### config.mk
export PLATFORM = sky130hd
export DESIGN_NAME = cacheline_adaptor
export DESIGN_NICKNAME = d
export VERILOG_FILES = /design/src/rtl/cache_types_pkg.sv /design/src/rtl/cacheline_adaptor.sv
export SDC_FILE = /design/constraint.sdc
export NUM_CORES = 1
export LEC_CHECK = 0
export ABC_CLOCK_PERIOD_IN_PS = 3920
export BUFFER_PORTS_ARGS = -buffer_cell sky130_fd_sc_hd__buf_2
export CORE_AREA = 2 2 280 282
export DETAILED_ROUTE_END_ITERATION = 7
export DIE_AREA = 0 0 282 284
export PLACE_DENSITY = 0.52
export SLEW_MARGIN = 20
export SYNTH_ARGS = -nofsm -noshare
export SYNTH_HDL_FRONTEND = slang
export SYNTH_SLANG_ARGS = --single-unit
### constraint.sdc
create_clock -name clk -period 3.92 [get_ports clk]
set_clock_uncertainty 0.1 [all_clocks]
set_input_delay 0.392 -clock clk [delete_from_list [all_inputs] [get_ports clk]]
set_output_delay 0.392 -clock clk [all_outputs]
set_load 0.02 [all_outputs]
### src/rtl/cache_types_pkg.sv
// Shared widths and the adaptor state encoding for the cache-to-memory
// line adaptor.
package cache_types_pkg;

  localparam int LINE_W  = 256;
  localparam int BURST_W = 64;
  localparam int BEATS   = 4;

  typedef enum logic [1:0] {
    ST_IDLE,
    ST_READ,
    ST_WRITE,
    ST_DONE
  } adaptor_state_e;

endpackage

### src/rtl/cacheline_adaptor.sv
// Splits cache line write-backs into four memory beats and assembles four
// memory read beats into a cache line, with one-cycle completion pulse.
module cacheline_adaptor #(
  parameter int LINE_W  = cache_types_pkg::LINE_W,
  parameter int BURST_W = cache_types_pkg::BURST_W  // LINE_W must be 4*BURST_W
) (
  input  logic               clk,
  input  logic               rst_n,
  input  logic [LINE_W-1:0]  line_i,
  output logic [LINE_W-1:0]  line_o,
  input  logic [31:0]        address_i,
  input  logic               read_i,
  input  logic               write_i,
  output logic               resp_o,
  input  logic [BURST_W-1:0] burst_i,
  output logic [BURST_W-1:0] burst_o,
  output logic [31:0]        address_o,
  output logic               read_o,
  output logic               write_o,
  input  logic               resp_i
);
  import cache_types_pkg::*;

  localparam int OFFSET_W = $clog2(LINE_W / 8);

  adaptor_state_e    state;
  logic [1:0]        cnt;
  logic [1:0]        cnt_next;
  logic              last_beat;
  logic [LINE_W-1:0] line_q;
  logic [LINE_W-1:0] line_buf;
  logic [31:0]       addr_aligned;
  logic              unused_addr_bits;

  assign cnt_next         = cnt + 2'd1;
  assign last_beat        = (cnt == 2'(BEATS - 1));
  assign addr_aligned     = {address_i[31:OFFSET_W], OFFSET_W'(0)};
  assign unused_addr_bits = ^address_i[OFFSET_W-1:0];
  assign line_o           = line_buf;

  // All outputs are registered: they change on the edge that enters or
  // leaves a state, so they track the state with no combinational decode.
  always_ff @(posedge clk or negedge rst_n) begin
    if (!rst_n) begin
      // NOTE: the line buffers are plain flops, not RAM, so clearing them in
      // reset is cheap and keeps line_o defined from power-up.
      state     <= ST_IDLE;
      cnt       <= '0;
      line_q    <= '0;
      line_buf  <= '0;
      resp_o    <= 1'b0;
      read_o    <= 1'b0;
      write_o   <= 1'b0;
      address_o <= '0;
      burst_o   <= '0;
    end else begin
      // NOTE: non-blocking assignments everywhere here, so every branch reads
      // the pre-edge value of cnt/state regardless of statement order.
      case (state)
        ST_IDLE: begin
          cnt <= '0;
          if (read_i) begin
            state     <= ST_READ;
            read_o    <= 1'b1;
            address_o <= addr_aligned;
          end else if (write_i) begin
            state     <= ST_WRITE;
            write_o   <= 1'b1;
            address_o <= addr_aligned;
            line_q    <= line_i;
            burst_o   <= line_i[BURST_W-1:0];
          end
        end

        ST_READ: begin
          if (resp_i) begin
            line_buf[int'(cnt)*BURST_W +: BURST_W] <= burst_i;
            if (last_beat) begin
              state     <= ST_DONE;
              cnt       <= '0;
              read_o    <= 1'b0;
              address_o <= '0;
              resp_o    <= 1'b1;
            end else begin
              cnt <= cnt_next;
            end
          end
        end

        ST_WRITE: begin
          if (resp_i) begin
            if (last_beat) begin
              state     <= ST_DONE;
              cnt       <= '0;
              write_o   <= 1'b0;
              address_o <= '0;
              burst_o   <= '0;
              resp_o    <= 1'b1;
            end else begin
              cnt     <= cnt_next;
              burst_o <= line_q[int'(cnt_next)*BURST_W +: BURST_W];
            end
          end
        end

        ST_DONE: begin
          state  <= ST_IDLE;
          resp_o <= 1'b0;
        end

        default: state <= ST_IDLE;
      endcase
    end
  end

endmodule

==> impl_metrics.py <==
metrics = {
    "run_status": {
        "status": "complete, no violations",
    },
    "run": {
        "cap_violations": 0,
    },
    "synth": {
        "yosysUniqueCellTypes": 35,
        "async_reset_ff_share_pct": 100,
        "mappedNetlistArea_um2": 24800,
        "syn_area_per_cell_um2": 15.9,
        "yosys-top-cells-count": "dfrtp_1, mux2_2, a22o_1, mux4_2, buf_2",
        "synth.area.top_cells": "dfrtp_1, mux2_2, a22o_1",
        "synth_seq_cells": 610,
        "synth_ff_type": "dfrtp_1",
        "synth_edf_count": 0,
        "synth_top_area_share_pct": 61.6,
        "yosysTopAreaCell": "dfrtp_1",
        "ys_warn_count": 0,
        "ys_seq_area_share_pct": 61.6,
        "yosysMostFrequentCell": "dfrtp_1",
        "syn-instance-count": 1561,
    },
    "detailed_routing": {
        "vias_per_cell": 4.97,
        "drt-pass1-iter-count": 4,
        "ant_nets": 0,
        "drt_wl_total_mm": 82.0,
        "wl_per_cell_um": 22.3,
        "drc": 0,
        "dr_total_vias": 18258,
        "drtIter0Drc": 935,
    },
    "layout": {
        "nFillCells": 6975,
        "seq_area_um2": 15300,
        "multi_input_area_um2": 8950,
        "drive_above_1_share_pct": 48.6,
        "finalInstanceArea_um2": 35200,
        "final_nets": 2941,
        "area_growth_pct": 42.1,
    },
    "sta": {
        "fin_crit_ns": 2.89,
        "timing.final.ws_setup_ns": 1.03,
        "fmax_ghz": 0.346,
        "hold_viol_final": 0,
        "setup_viol": 0,
        "hold_slack_ns": 0.0424,
        "fin_tns_setup_ns": 0,
        "relSlewSlack_pct": 31.4,
        "rsz0062_at_grt": "no",
        "fin_crit_sh_pct": 73.6,
        "tightest_slew_ns": 1.03,
        "slew_viol_final": 0,
    },
    "pwr": {
        "pwr_density_cell_nw_per_um2": 750,
        "power_frac_comb_pct": 37.2,
        "p_sw_share_pct": 33.1,
        "p_sw_mw": 8.76,
        "ir_worst_vdd_mv": 0.449,
        "clock_power_share_pct": 26.1,
        "seqPwrFrac_pct": 36.7,
        "leakage_nw": 17.2,
        "intPower_mw": 17.7,
    },
    "critical_path": {
        "worstPathArrival_ns": 3.30,
        "critPathKind": "flip-flop to flip-flop",
        "cp_num_buf_inv": 1,
        "worst_ep_required_time_ns": 4.33,
        "crit_family": "simple AND/OR/NAND/NOR gates",
        "r2r-end": "line_o[73]",
        "r2r_start": "cnt[0]",
        "cp_cell_sequence": "buf_4 -> nand2b_1 -> nor3_4 -> a22o_1",
        "crit_fanout": 37,
        "end_kind": "flip-flop",
        "cp_slowest_cell": "nor3_4",
        "startpoint_type": "flip-flop",
        "slowest_delay_ns": 0.92,
        "worst-r2r-setup-slack_ns": 1.03,
        "r2r_cells": 4,
    },
    "floorplanning": {
        "coreArea_um2": 77000,
        "die_y_um": 284,
        "die_w_um": 282,
        "row_count": 102,
        "initial_core_util_pct": 32.2,
        "io_pins": 712,
        "die_area_um2": 80100,
    },
    "grt": {
        "grt.overflow.total": 0,
        "grt_pass1_vias": 20072,
        "grt_usage_pct": 20.1,
        "antenna_found_initial": 15,
        "grt_pass1_wl_mm": 125,
        "grt_max_degree": 90,
    },
    "clock_tree": {
        "cts_resized": 0,
        "h-tree-depth": 3,
        "clkTransAtPathRegs_ns": 0.06,
        "clock-sinks": 610,
        "clockRootBuffer": "clkbuf_16",
        "numCtsBuffers": 72,
        "cts_tree": "built",
        "clock_latency_ns": 0.61,
        "cts_buffer_depth": 3,
    },
    "worst_hold_path": {
        "hold_end": "address_o[28]",
        "worstHoldPathType": "input pin to flip-flop",
        "hold_start": "address_i[28]",
        "hold_depth": 3,
    },
    "place": {
        "io_buffer_count": 701,
        "dp_hpwl_mm": 55.3,
        "pre_cts_ws_ns": 0.940,
        "dpl-instance-area_um2": 29600,
        "gp_congestion": 0.825,
    },
}
-- how the worst max path moves through the flow --
stage	to	cells after the start	start
after detailed placement	line_o[123]	4	cnt[0]
after floorplan	burst_o[26]	10	cnt[0]
after global placement	line_o[126]	4	cnt[0]
after global routing	line_o[73]	4	cnt[0]
after CTS	line_o[73]	4	cnt[0]
final	line_o[73]	4	cnt[0]
-- stage by stage --
stage / cells / total power [mW] / util [%]
final: 3677 / 26.4 / 45.8
after global routing: 3676 / 27.9 / 45.8
after CTS: 3668 / 26.7 / 45.8
after detailed placement: 3218 / 19.5 / 38.4
after global placement: 3218 / 19.2 / 38.4
after floorplan: 1565 / 16.3 / -
-- layout make-up --
class / count / area share, %
inverter: 8 / 0.0852
sequential: 610 / 43.3
multi-input combinational: 817 / 25.4
timing repair buffer: 1062 / 20.5
antenna: 9 / 0.0639
clock buffer: 113 / 6.18
tap: 1040 / 3.69
clock inverter: 18 / 0.788
-- per-layer routing --
layer | vias to the layer above | share of wire [%] | GRT usage, %
li1 | 7950 | - | -
met1 | 9454 | 39 | 24.3
met2 | 673 | 50 | 34.5
met3 | 169 | 7.3 | 5.07
met4 | 12 | 3.4 | 7.54
met5 | - | 0.087 | 0
-- kinds of logic after synthesis --
| family | Yosys count | synth area share, % |
|---|---|---|
| flops | 610 | 61.6 |
| compound gates | 330 | 11.7 |
| mux | 417 | 22.0 |
| other cells | 1 | 0.0151 |
| buf+inv | 138 | 2.74 |
| fa+ha+maj | 13 | 0.656 |
| simple gates | 52 | 1.41 |
-- power groups by stage --
stage / Combinational (mW) / Clock [mW] / Sequential [mW]
after floorplan: 5.73 / 0 / 10.6
final: 9.83 / 6.89 / 9.71
after global placement: 9.49 / 0 / 9.67
after detailed placement: 9.67 / 0 / 9.79
after global routing: 10.6 / 7.32 / 9.99
after CTS: 9.98 / 7.06 / 9.69
-- flip-flops by register name (all words and copies together) (netlist names), 2 cells and up --
signal	cells
address_o	27
state	2
cnt	2
line_q	256
burst_o	64
line_o	256
-- timing repair --
action | CTS | global route
buffers inserted | 0 | 0
hold buffers | 319 | 0
hold endpoints to repair | 573 | 0
-- tightest hold or removal path, delay by kind of cell --
family                 cells  cell delay [ns]
multiplexers               1             0.12
AND/OR/NAND/NOR            1             0.11
buffers and inverters      1             0.07
-- cells in the final DEF, fill, tap and decap left out, types with 2 or more instances in the layout --
master and instances:
conb_1 5, nor4b_2 2, inv_16 2, nand2b_1 4, dlygate4sd3_1 319, nor2_1 2
clkbuf_1 20, inv_1 7, bufinv_16 5, mux2_1 6, clkinv_8 2, clkinv_2 6
mux2_4 10, a22o_1 320, ha_1 12, mux4_2 64, dfrtp_1 609, clkbuf_16 73
mux2_2 332, diode_2 9, nand3_4 2, clkbuf_8 20, mux2i_1 5, o21ai_0 2
buf_2 700, buf_4 27, nor3_4 2, nand2_1 3, a21oi_1 3, buf_12 15
nor2b_1 28, nor4_4 2, a32o_1 2, nand3_2 2
No activity file was read; power rests on OpenSTA's default activity.
